### config.mk
export PLATFORM = sky130hd
export DESIGN_NAME = id_issue_flat
export DESIGN_NICKNAME = d
export VERILOG_FILES = /design/src/rtl/id_issue_pkg.sv /design/src/rtl/id_issue_if.sv /design/src/rtl/id_issue_decode.sv /design/src/rtl/id_issue.sv /design/src/flat_wrapper.sv
export SDC_FILE = /design/constraint.sdc
export NUM_CORES = 1
export LEC_CHECK = 0
export CAP_MARGIN = 20
export CORE_ASPECT_RATIO = 1.4
export CORE_UTILIZATION = 30
export DETAILED_ROUTE_END_ITERATION = 16
export GPL_ROUTABILITY_DRIVEN = 0
export PLACE_DENSITY_LB_ADDON = 0.08
export SLEW_MARGIN = 5
export SYNTH_ARGS = -nofsm -noshare
export SYNTH_HDL_FRONTEND = slang
export SYNTH_SLANG_ARGS = --single-unit
### constraint.sdc
create_clock -name clk_i -period 3.3 [get_ports clk_i]
set_clock_uncertainty 0.05 [all_clocks]
set_input_delay 0.825 -clock clk_i [delete_from_list [all_inputs] [get_ports clk_i]]
set_output_delay 0.825 -clock clk_i [all_outputs]
set_load 0.01 [all_outputs]
### src/rtl/id_issue_pkg.sv
// Shared types and encodings for the decode/issue stage.
// ALU op/sel codes are the ones the EX-stage ALU consumes.
package id_issue_pkg;

  typedef logic [7:0] aluop_t;
  typedef logic [2:0] alusel_t;

  localparam aluop_t EXE_NOP_OP  = 8'b0000_0000;
  localparam aluop_t EXE_AND_OP  = 8'b0010_0100;
  localparam aluop_t EXE_OR_OP   = 8'b0010_0101;
  localparam aluop_t EXE_XOR_OP  = 8'b0010_0110;
  localparam aluop_t EXE_NOR_OP  = 8'b0010_0111;
  localparam aluop_t EXE_ANDI_OP = 8'b0101_1001;
  localparam aluop_t EXE_ORI_OP  = 8'b0101_1010;
  localparam aluop_t EXE_XORI_OP = 8'b0101_1011;
  localparam aluop_t EXE_LUI_OP  = 8'b0101_1100;
  localparam aluop_t EXE_SLL_OP  = 8'b0111_1100;
  localparam aluop_t EXE_SLLV_OP = 8'b0000_0100;
  localparam aluop_t EXE_SRL_OP  = 8'b0000_0010;
  localparam aluop_t EXE_SRLV_OP = 8'b0000_0110;
  localparam aluop_t EXE_SRA_OP  = 8'b0000_0011;
  localparam aluop_t EXE_SRAV_OP = 8'b0000_0111;

  localparam alusel_t EXE_RES_NOP   = 3'b000;
  localparam alusel_t EXE_RES_LOGIC = 3'b001;
  localparam alusel_t EXE_RES_SHIFT = 3'b010;

  localparam logic [5:0] OP_SPECIAL = 6'b000000;
  localparam logic [5:0] OP_ANDI    = 6'b001100;
  localparam logic [5:0] OP_ORI     = 6'b001101;
  localparam logic [5:0] OP_XORI    = 6'b001110;
  localparam logic [5:0] OP_LUI     = 6'b001111;

  localparam logic [5:0] F_AND  = 6'b100100;
  localparam logic [5:0] F_OR   = 6'b100101;
  localparam logic [5:0] F_XOR  = 6'b100110;
  localparam logic [5:0] F_NOR  = 6'b100111;
  localparam logic [5:0] F_SLL  = 6'b000000;
  localparam logic [5:0] F_SRL  = 6'b000010;
  localparam logic [5:0] F_SRA  = 6'b000011;
  localparam logic [5:0] F_SLLV = 6'b000100;
  localparam logic [5:0] F_SRLV = 6'b000110;
  localparam logic [5:0] F_SRAV = 6'b000111;

  typedef enum logic [1:0] {
    S1_RS, S1_SA, S1_ZERO
  } src1_e;

  typedef enum logic [1:0] {
    S2_RT, S2_IMM, S2_IMM_HI, S2_ZERO
  } src2_e;

  typedef struct packed {
    aluop_t     aluop;
    alusel_t    alusel;
    src1_e      src1;
    src2_e      src2;
    logic [4:0] waddr;
    logic       wreg;
    logic       illegal;
  } dec_t;

  typedef struct packed {
    logic        valid;
    aluop_t      aluop;
    alusel_t     alusel;
    logic [31:0] reg1;
    logic [31:0] reg2;
    logic        wreg;
    logic [4:0]  waddr;
    logic        illegal;
  } issue_t;

  localparam issue_t ISSUE_NOP = '{
    valid:   1'b0,
    aluop:   EXE_NOP_OP,
    alusel:  EXE_RES_NOP,
    reg1:    32'h0,
    reg2:    32'h0,
    wreg:    1'b0,
    waddr:   5'd0,
    illegal: 1'b0
  };

  // Youngest producer wins; $0 always reads as zero.
  function automatic logic [31:0] fwd(
    input logic [4:0]  a,
    input logic [31:0] rf,
    input logic        ew,
    input logic [4:0]  ea,
    input logic [31:0] ed,
    input logic        mw,
    input logic [4:0]  ma,
    input logic [31:0] md,
    input logic        ww,
    input logic [4:0]  wa,
    input logic [31:0] wd
  );
    if (a == 5'd0)            return 32'h0;
    else if (ew && ea == a)   return ed;
    else if (mw && ma == a)   return md;
    else if (ww && wa == a)   return wd;
    else                      return rf;
  endfunction

endpackage

### src/rtl/id_issue_if.sv
// Issue bus from the ID/EX register into the EX-stage ALU.
// master = decode/issue stage, slave = EX stage.
interface id_issue_if;
  import id_issue_pkg::*;

  logic        valid_o;
  aluop_t      aluop_o;
  alusel_t     alusel_o;
  logic [31:0] reg1_o;
  logic [31:0] reg2_o;
  logic        wreg_o;
  logic [4:0]  waddr_o;
  logic        illegal_o;

  modport master (
    output valid_o, aluop_o, alusel_o,
    output reg1_o, reg2_o,
    output wreg_o, waddr_o, illegal_o
  );

  modport slave (
    input valid_o, aluop_o, alusel_o,
    input reg1_o, reg2_o,
    input wreg_o, waddr_o, illegal_o
  );
endinterface

### src/rtl/id_issue_decode.sv
// Combinational decode of MIPS logic/shift instructions
// into ALU op/sel, operand selects and destination.
module id_decode
  import id_issue_pkg::*;
(
  input  logic [5:0] op_i,
  input  logic [4:0] rt_i,
  input  logic [4:0] rd_i,
  input  logic [5:0] funct_i,
  output dec_t       dec_o
);

  always_comb begin
    dec_o = '{
      aluop:   EXE_NOP_OP,
      alusel:  EXE_RES_NOP,
      src1:    S1_ZERO,
      src2:    S2_ZERO,
      waddr:   5'd0,
      wreg:    1'b0,
      illegal: 1'b1
    };
    unique case (1'b1)
      (op_i == OP_SPECIAL): begin
        dec_o.illegal = 1'b0;
        dec_o.waddr   = rd_i;
        dec_o.src1    = S1_RS;
        dec_o.src2    = S2_RT;
        dec_o.alusel  = EXE_RES_LOGIC;
        unique case (funct_i)
          F_AND:  dec_o.aluop = EXE_AND_OP;
          F_OR:   dec_o.aluop = EXE_OR_OP;
          F_XOR:  dec_o.aluop = EXE_XOR_OP;
          F_NOR:  dec_o.aluop = EXE_NOR_OP;
          F_SLL, F_SRL, F_SRA: begin
            dec_o.alusel = EXE_RES_SHIFT;
            dec_o.src1   = S1_SA;
            dec_o.aluop  = (funct_i == F_SLL) ? EXE_SLL_OP :
                           (funct_i == F_SRL) ? EXE_SRL_OP :
                                                EXE_SRA_OP;
          end
          F_SLLV, F_SRLV, F_SRAV: begin
            dec_o.alusel = EXE_RES_SHIFT;
            dec_o.aluop  = (funct_i == F_SLLV) ? EXE_SLLV_OP :
                           (funct_i == F_SRLV) ? EXE_SRLV_OP :
                                                 EXE_SRAV_OP;
          end
          default: begin
            dec_o.illegal = 1'b1;
            dec_o.waddr   = 5'd0;
            dec_o.src1    = S1_ZERO;
            dec_o.src2    = S2_ZERO;
            dec_o.alusel  = EXE_RES_NOP;
          end
        endcase
      end
      (op_i == OP_ANDI),
      (op_i == OP_ORI),
      (op_i == OP_XORI): begin
        dec_o.illegal = 1'b0;
        dec_o.waddr   = rt_i;
        dec_o.src1    = S1_RS;
        dec_o.src2    = S2_IMM;
        dec_o.alusel  = EXE_RES_LOGIC;
        dec_o.aluop   = (op_i == OP_ANDI) ? EXE_ANDI_OP :
                        (op_i == OP_ORI)  ? EXE_ORI_OP  :
                                            EXE_XORI_OP;
      end
      (op_i == OP_LUI): begin
        dec_o.illegal = 1'b0;
        dec_o.waddr   = rt_i;
        dec_o.src2    = S2_IMM_HI;
        dec_o.alusel  = EXE_RES_LOGIC;
        dec_o.aluop   = EXE_LUI_OP;
      end
      default: ;
    endcase
    // Writes to $0 are dropped so 0x00000000 issues harmlessly.
    dec_o.wreg = !dec_o.illegal && (dec_o.waddr != 5'd0);
  end

endmodule

### src/rtl/id_issue.sv
// Decode/issue stage: regfile read, EX/MEM/WB forwarding
// and the ID/EX issue register with stall/flush.
module id_issue
  import id_issue_pkg::*;
(
  input  logic        clk_i,
  input  logic        rst_i,
  input  logic        inst_valid_i,
  input  logic [31:0] inst_i,
  output logic        inst_ready_o,
  input  logic        stall_i,
  input  logic        flush_i,
  output logic [4:0]  rf_raddr1_o,
  output logic [4:0]  rf_raddr2_o,
  input  logic [31:0] rf_rdata1_i,
  input  logic [31:0] rf_rdata2_i,
  input  logic        ex_wreg_i,
  input  logic [4:0]  ex_waddr_i,
  input  logic [31:0] ex_wdata_i,
  input  logic        mem_wreg_i,
  input  logic [4:0]  mem_waddr_i,
  input  logic [31:0] mem_wdata_i,
  input  logic        wb_wreg_i,
  input  logic [4:0]  wb_waddr_i,
  input  logic [31:0] wb_wdata_i,
  id_issue_if.master  iss
);

  dec_t        dec;
  issue_t      issue_d, issue_q;
  logic [31:0] rs_val, rt_val;
  logic [31:0] op1, op2;

  id_decode u_dec (
    .op_i    (inst_i[31:26]),
    .rt_i    (inst_i[20:16]),
    .rd_i    (inst_i[15:11]),
    .funct_i (inst_i[5:0]),
    .dec_o   (dec)
  );

  assign inst_ready_o = !stall_i;
  assign rf_raddr1_o  = inst_i[25:21];
  assign rf_raddr2_o  = inst_i[20:16];

  always_comb begin
    rs_val = fwd(inst_i[25:21], rf_rdata1_i,
                 ex_wreg_i, ex_waddr_i, ex_wdata_i,
                 mem_wreg_i, mem_waddr_i, mem_wdata_i,
                 wb_wreg_i, wb_waddr_i, wb_wdata_i);
    rt_val = fwd(inst_i[20:16], rf_rdata2_i,
                 ex_wreg_i, ex_waddr_i, ex_wdata_i,
                 mem_wreg_i, mem_waddr_i, mem_wdata_i,
                 wb_wreg_i, wb_waddr_i, wb_wdata_i);
  end

  always_comb begin
    op1 = 32'h0;
    op2 = 32'h0;
    case (dec.src1)
      S1_RS:   op1 = rs_val;
      S1_SA:   op1 = {27'b0, inst_i[10:6]};
      default: op1 = 32'h0;
    endcase
    case (dec.src2)
      S2_RT:     op2 = rt_val;
      S2_IMM:    op2 = {16'b0, inst_i[15:0]};
      S2_IMM_HI: op2 = {inst_i[15:0], 16'b0};
      default:   op2 = 32'h0;
    endcase
  end

  always_comb begin
    issue_d = issue_q;
    if (flush_i) begin
      issue_d = ISSUE_NOP;
    end else if (stall_i) begin
      issue_d = issue_q;
    end else if (inst_valid_i) begin
      issue_d = '{
        valid:   1'b1,
        aluop:   dec.aluop,
        alusel:  dec.alusel,
        reg1:    op1,
        reg2:    op2,
        wreg:    dec.wreg,
        waddr:   dec.waddr,
        illegal: dec.illegal
      };
    end else begin
      issue_d = ISSUE_NOP;
    end
  end

  always_ff @(posedge clk_i) begin
    if (rst_i) issue_q <= ISSUE_NOP;
    else       issue_q <= issue_d;
  end

  assign iss.valid_o   = issue_q.valid;
  assign iss.aluop_o   = issue_q.aluop;
  assign iss.alusel_o  = issue_q.alusel;
  assign iss.reg1_o    = issue_q.reg1;
  assign iss.reg2_o    = issue_q.reg2;
  assign iss.wreg_o    = issue_q.wreg;
  assign iss.waddr_o   = issue_q.waddr;
  assign iss.illegal_o = issue_q.illegal;

endmodule

### src/flat_wrapper.sv
// flat-port wrapper written by rule: the top's interface ports become plain ports
module id_issue_flat import id_issue_pkg::*;
  (clk_i, rst_i, inst_valid_i, inst_i, inst_ready_o, stall_i, flush_i, rf_raddr1_o, rf_raddr2_o, rf_rdata1_i, rf_rdata2_i, ex_wreg_i, ex_waddr_i, ex_wdata_i, mem_wreg_i, mem_waddr_i, mem_wdata_i, wb_wreg_i, wb_waddr_i, wb_wdata_i, iss_valid_o, iss_aluop_o, iss_alusel_o, iss_reg1_o, iss_reg2_o, iss_wreg_o, iss_waddr_o, iss_illegal_o);
  id_issue_if iss_i ();
  input  logic clk_i;
  input  logic rst_i;
  input  logic inst_valid_i;
  input  logic [31:0] inst_i;
  output logic inst_ready_o;
  input  logic stall_i;
  input  logic flush_i;
  output logic [4:0] rf_raddr1_o;
  output logic [4:0] rf_raddr2_o;
  input  logic [31:0] rf_rdata1_i;
  input  logic [31:0] rf_rdata2_i;
  input  logic ex_wreg_i;
  input  logic [4:0] ex_waddr_i;
  input  logic [31:0] ex_wdata_i;
  input  logic mem_wreg_i;
  input  logic [4:0] mem_waddr_i;
  input  logic [31:0] mem_wdata_i;
  input  logic wb_wreg_i;
  input  logic [4:0] wb_waddr_i;
  input  logic [31:0] wb_wdata_i;
  output wire logic [$bits(iss_i.valid_o)-1:0] iss_valid_o;
  output wire logic [$bits(iss_i.aluop_o)-1:0] iss_aluop_o;
  output wire logic [$bits(iss_i.alusel_o)-1:0] iss_alusel_o;
  output wire logic [$bits(iss_i.reg1_o)-1:0] iss_reg1_o;
  output wire logic [$bits(iss_i.reg2_o)-1:0] iss_reg2_o;
  output wire logic [$bits(iss_i.wreg_o)-1:0] iss_wreg_o;
  output wire logic [$bits(iss_i.waddr_o)-1:0] iss_waddr_o;
  output wire logic [$bits(iss_i.illegal_o)-1:0] iss_illegal_o;
  assign iss_valid_o = iss_i.valid_o;
  assign iss_aluop_o = iss_i.aluop_o;
  assign iss_alusel_o = iss_i.alusel_o;
  assign iss_reg1_o = iss_i.reg1_o;
  assign iss_reg2_o = iss_i.reg2_o;
  assign iss_wreg_o = iss_i.wreg_o;
  assign iss_waddr_o = iss_i.waddr_o;
  assign iss_illegal_o = iss_i.illegal_o;
  id_issue u_core (.clk_i(clk_i), .rst_i(rst_i), .inst_valid_i(inst_valid_i), .inst_i(inst_i), .inst_ready_o(inst_ready_o), .stall_i(stall_i), .flush_i(flush_i), .rf_raddr1_o(rf_raddr1_o), .rf_raddr2_o(rf_raddr2_o), .rf_rdata1_i(rf_rdata1_i), .rf_rdata2_i(rf_rdata2_i), .ex_wreg_i(ex_wreg_i), .ex_waddr_i(ex_waddr_i), .ex_wdata_i(ex_wdata_i), .mem_wreg_i(mem_wreg_i), .mem_waddr_i(mem_waddr_i), .mem_wdata_i(mem_wdata_i), .wb_wreg_i(wb_wreg_i), .wb_waddr_i(wb_waddr_i), .wb_wdata_i(wb_wdata_i), .iss(iss_i));
endmodule
-- Word level (Yosys, flattened, before mapping)
Index checks and enable logic that the tools add are counted.
- eq/ne operators: 22
- mux-type cells: 26
- reductions and logical operators: 25
- operator list (operator ; number):
    2-to-1 mux 32 bit ; 8
    one-hot mux 32 bit (3 select lines) ; 1
    2-to-1 mux 83 bit ; 1
    one-hot mux 32 bit (2 select lines) ; 1
    one-hot mux 7 bit (6 select lines) ; 1
    one-hot mux 11 bit (3 select lines) ; 1
    equality test 5 bit ; 6
    equality test 6 x 4 -> 1 bit (second input constant) ; 4
    equality test 6 bit (second input constant) ; 4
    one-hot mux 7 bit (3 select lines) ; 1
    equality test 6 x 3 -> 1 bit (second input constant) ; 3
    2-to-1 mux 7 bit ; 2
    equality test 6 x 2 -> 1 bit (second input constant) ; 2
    zero test 6 bit ; 2
    one-hot mux 2 bit (2 select lines) ; 3
    zero test 5 bit ; 2
    OR reduction 10 bit ; 1
    OR reduction 3 bit ; 3
    OR reduction 4 bit ; 2
    logical AND 1 bit ; 7
    OR reduction 7 bit ; 1
    OR reduction 6 bit ; 1
    nonzero test 5 bit ; 1
    equality test 2 x 1 -> 1 bit (second input constant) ; 2
    other kinds (7) ; 13
- flip-flop bits (word level): 83
- output and inout bits: 94
- word-level logic and storage cells: 81

-- Longest topological paths before layout
- depth in word-level cells: 8
- mapped depth: 9

-- Hierarchy
A second synthesis with hierarchy kept.
- cell total of the unflattened synthesis: 664
- area total of the unflattened synthesis: 5485.3 µm²
- modules (own cells, without submodules) (module ; instances ; cells an instance ; area an instance (µm²) ; sequential area each (µm²)):
    id_issue ; 1 ; 615 ; 5141.2 ; 1661.6
    id_decode ; 1 ; 49 ; 344.1 ; 0.0

-- Worst setup path before layout
OpenSTA, ideal clock, no wires.
- path kind: input port to flip-flop
- start point: input port inst_i[26]
- end point: register u_core.issue_q, in the netlist u_core.iss.reg1_o[12]
- arrival: 2.440 ns
- setup slack: 0.688 ns
- cell stages on the path: 8
- path buffers: 3
- path through: buf_6 -> or3_1 -> a311o_1 -> and2_4 -> and3_4 -> buf_6 -> buf_8 -> a221o_1
- longest elaborated chain between the ends: 6
- elaborated cells between the ends (all ways): 10
- RTL lines (item ; line ; text):
    start, declared ; flat_wrapper.sv:8 ; input logic [31:0] inst_i;
    equality test 6 x 4 -> 1 bit, on equally long branches ; id_issue_decode.sv:57, id_issue_decode.sv:58, id_issue_decode.sv:59 ;
    OR reduction 3 bit ; id_issue_decode.sv:23 ; unique case (1'b1)
    one-hot mux 2 bit (2 select lines) * ; id_issue_decode.sv:23 ;
    equality test 2 x 1 -> 1 bit or zero test 2 bit (tied branches) ; id_issue.sv:60 ; case (dec.src1)
    one-hot mux 32 bit (2 select lines) * ; id_issue.sv:60 ;
    2-to-1 mux 83 bit * ; id_issue.sv:79 ; end else if (inst_valid_i) begin
    end signal, assigned ; id_issue.sv:97 ; else issue_q <= issue_d;
    end, declared ; id_issue.sv:30 ; issue_t issue_d, issue_q;
Every way passes the cells marked *; elsewhere a longest branch is shown, timed or not.
A chain may end at the register's enable or synchronous reset.

-- Final worst setup path
- start point: input port stall_i
- end point: output port inst_ready_o
- longest elaborated chain between the ends: 1
- RTL lines (item ; line ; text):
    start, declared ; flat_wrapper.sv:10 ; input logic stall_i;
    zero test 1 bit ; id_issue.sv:42 ; assign inst_ready_o = !stall_i;
    end, declared ; flat_wrapper.sv:9 ; output logic inst_ready_o;
No other way between the ends.

==> results by stage <==
Pwr:
- The leakage power is 3.37 nW.
- The share of total power dissipated in combinational logic is 21.4%.
- The worst-case vdd ir drop is 0.000180 V.
- In this run the power density over the cells is 275 nW/um2.
- Sequential cells account for 38.3% of the total power.
- The switching power as a share of total power is 25.4%.
- The internal portion of total power is 0.00186 W.
- The switching power of the nets is 0.000636 W.
- The portion of total power attributed to the clock network is 40.3%.

Routing:
- The via count is 6280.
- The post-route DRC violation count is 0.
- In the detailed route, the total length drawn on met3 is 1900 um.
- The wire length after detailed routing is 23700 um.
- The violation count after the first detailed-route iteration is 282.
- The length of routed wiring on met1 is 8960 um.
- The per-cell routed wire length is 20.2 um.
- The number of nets with antenna violations after detailed routing is 0.
- Using the TritonRoute via totals, the vias-per-cell ratio works out to 5.34.
- The first TritonRoute pass finished after 5 iterations.
- The top layer reached by signal wires is met4.
- The routed design uses 12200 um of met2 wire.

Critical path:
- For this run, the slowest stage of the critical path takes 0.55 ns.
- Setup slack on the worst reg-to-reg path comes out at 2.32 ns.
- The worst setup path is captured at a primary output.
- STA puts the critical path data required time at 2.42 ns.
- The cell family contributing the most delay on the critical path is buffers and inverters.
- The worst setup path is of the primary input to primary output kind.
- Of all nets on the critical path, the largest fanout is 8.
- The signal on the critical path passes through clkdlybuf4s50_1, inv_1, clkdlybuf4s50_1.
- The number of buffer and inverter instances along the worst setup path is 3.
- The cell with the most instances on the worst path is clkdlybuf4s50_1.
- The critical path startpoint category is a primary input.
- Among all stages on the critical path, the largest delay is contributed by clkdlybuf4s50_1.
- The arrival time at the worst endpoint is 2.11 ns.

Clocking:
- Counting the buffers created by CTS gives 9.
- TritonCTS built the clock tree.
- The quantity of gates resized following cts is 0.
- After clock tree synthesis, the clock-pin slew on the worst setup and hold paths is 0.06 ns.
- The clock network latency to the later pin of the worst-skew pair is 0.34 ns.
- The maximum number of buffers from clock root to sink is 2.
- Post-CTS timing repair inserted 0 buffers for setup.
- The clock sink count is 79.
- In this run, post-CTS hold repair placed 0 buffers.
- The cell sitting at the root of the clock tree is a clkbuf_16.
- The maximum level of the CTS H-tree is 3.

Placement:
- The count of buffers added on input and output ports is 306.
- The post-DP HPWL is 18500 um.

GRT:
- The first global-routing pass estimated 35100 um of wire.
- The initial antenna violation count is 2.
- Global routing finished with a remaining overflow of 0.
- The via count of the first global-routing pass came to 6334.
- Entering global routing, the biggest net connects 65 pins.
- The overall fraction of global-route tracks in use is 25.0%.

STA:
- The total count of hold-check failures in the final report is 0.
- Setup repair after global routing left no endpoint under its margin.
- At the pin with the least slew margin, the transition time is 0.790 ns.
- On the final layout, the worst hold slack is 0.416 ns.
- The headroom to the max-slew limit is 47.2%.
- Of the available clock period, the critical path in the final layout requires 90.3%.
- The achievable frequency is 0.336 GHz.
- The number of setup violations in the final report is 0.
- The number of pins exceeding their max-slew limit in the final report came to 0.
- The worst path needs 2.98 ns of the cycle, external delays included.

Logic synthesis:
- The count of distinct cell types in the synthesized netlist is 53.
- During synthesis, Yosys emitted a total of 0 warnings.
- The sequential share of the synthesized area is 29.2%.
- The area of the mapped netlist is 5410 um2.
- The cell count after synthesis is 633.
- In this run the mean area of a mapped cell was 8.55 um2.
- The number of flip-flops and latches in the synthesized netlist is 79.

Job:
- The number of violations of the max-capacitance limit is 0.

Floorplan:
- The die width is 116 um.
- The floorplan has 57 rows.
- During I/O placement, the number of pins put on the boundary was 309.
- The area of the core region is 17500 um2.
- For this configuration, the core starts out at a cell density of 31.0%.
- From bottom edge to top edge, the die measures 161 um.
- The die covers 18600 um2.

Outcome:
- The flow ran to the end, and the final reports show no timing, DRC or antenna violations.

Finish:
- The area added between synthesis and finish is 67.8%.
- The share of post-route cells with drive strength above 1 is 9.38%.
- The filler cells instantiated in the layout total 1686.
- The count of nets after finishing is 1148.
- The fraction of the core area covered by cells at the end of the flow is 52.0%.

Worst hold path:
- The class of the worst hold path is register to register.
==> stage by stage <==
step	worst slack, ns	cells	power, W	cell area (um2)	TNS, ns
2_1_floorplan	0.688	634	0.00113	5420	0
3_3_place_gp	-0.186	1156	0.00151	8770	-5.55
3_5_place_dp	-0.315	1156	0.00151	8770	-8.37
4_1_cts	0.0298	1172	0.00253	9070	0
5_1_grt	0.206	1174	0.00259	9080	0
6_report	0.320	1175	0.00250	9080	0
==> state kept, by name, summed over array words and instances (netlist names) <==
name and flops:
u_core.iss.reg1_o 32, u_core.iss.reg2_o 32, u_core.iss.aluop_o 5, u_core.iss.waddr_o 5
u_core.iss.alusel_o 2, u_core.iss.illegal_o 1, u_core.iss.valid_o 1, u_core.iss.wreg_o 1
==> cells in the mapped netlist, drive strengths merged <==
cell type | instances | area, um2
dlygate4sd1 | 1 | 8.76
mux2i | 64 | 641
xnor2 | 7 | 61.3
a311o | 1 | 10.0
inv | 2 | 7.51
dlymetal6s2s | 1 | 12.5
a32oi | 16 | 140
nand3 | 29 | 145
or2 | 2 | 12.5
or3 | 3 | 20.0
nor3b | 1 | 7.51
nor4 | 9 | 71.3
buf | 37 | 262
and2 | 5 | 33.8
and4 | 1 | 10.0
nor2b | 1 | 6.26
a211o | 33 | 289
a21oi | 10 | 50.1
nor2 | 99 | 372
nor3 | 4 | 35.0
a31oi | 5 | 31.3
xor2 | 24 | 210
or4 | 3 | 22.5
a22o | 5 | 43.8
and3 | 8 | 57.6
o22a | 4 | 35.0
a221o | 27 | 279
or3b | 1 | 8.76
clkbuf | 28 | 165
nand2b | 3 | 18.8
o21ai | 4 | 20.0
o211ai | 1 | 7.51
dfxtp | 79 | 1580
o22ai | 3 | 18.8
conb | 1 | 3.75
a22oi | 27 | 203
a211oi | 46 | 345
nand2 | 35 | 131
nand3b | 3 | 35.0
==> worst register-to-register path: cells and delay by family (launching register included) <==
kind / cells / cell delay, ns
simple gates: 2 / 0.22
compound gates: 2 / 0.30
flops: 1 / 0.31
==> per-layer routing <==
metal / vias up / GRT usage (%)
met5: - / 0
met4: 0 / 8.91
met3: 32 / 7.17
met2: 275 / 46.0
met1: 2979 / 26.6
li1: 2994 / -
==> final timing paths <==
kind,start,end,cells after the start
worst max-delay path,stall_i,inst_ready_o,3
worst min-delay path,u_core.iss.reg2_o[22],u_core.iss.reg2_o[22],1
worst max register to register,u_core.iss.reg1_o[4],u_core.iss.reg1_o[4],4
worst min register to register,u_core.iss.reg2_o[22],u_core.iss.reg2_o[22],1
==> cell usage in the layout, fill, tap and decap left out, types with 6 or more instances in the layout <==
cell type / Yosys / routed
a32oi_1: 16 / 16
clkdlybuf4s50_1: 0 / 306
buf_4: 16 / 43
a221o_2: 7 / 7
nand3_1: 29 / 27
nor2_1: 99 / 98
a22oi_1: 27 / 27
dfxtp_1: 79 / 79
a21oi_1: 10 / 10
buf_12: 0 / 6
a211o_1: 33 / 33
a221o_1: 20 / 20
a211oi_1: 46 / 46
xnor2_1: 7 / 7
xor2_1: 24 / 24
clkbuf_16: 0 / 9
nand2_1: 35 / 35
nor4_1: 8 / 8
mux2i_1: 64 / 64
==> final cells by class <==
cell class	instances	area, um2	share of cell area (%)
Antenna cell	1	2.50	0.0275
Clock buffer	11	233	2.56
Clock inverter	5	58.8	0.647
Inverter	2	7.51	0.0826
Multi-Input combinational cell	486	3400	37.4
Sequential cell	79	1580	17.4
Tap cell	236	295	3.25
Timing Repair Buffer	355	3510	38.6
==> cell families (layout without fill, tap and decap cells) <==
group,count (synthesis),after routing,share of synthesized area (%)
compound gates,182,182,27.2
xor+xnor,31,31,5.02
buf+inv,69,373,8.41
flops,79,79,29.2
mux,64,64,11.8
other cells,1,3,0.0693
simple gates,207,207,18.2
==> power by group through the flow <==
stage | Combinational [W] | Clock [W] | Sequential (W)
floorplan | 0.000148 | 0 | 0.000980
global placement | 0.000530 | 0 | 0.000979
detailed placement | 0.000533 | 0 | 0.000979
CTS | 0.000537 | 0.00103 | 0.000957
global route | 0.000566 | 0.00107 | 0.000957
finish | 0.000535 | 0.00101 | 0.000957
Note: power is estimated with default switching activity, not from simulation.
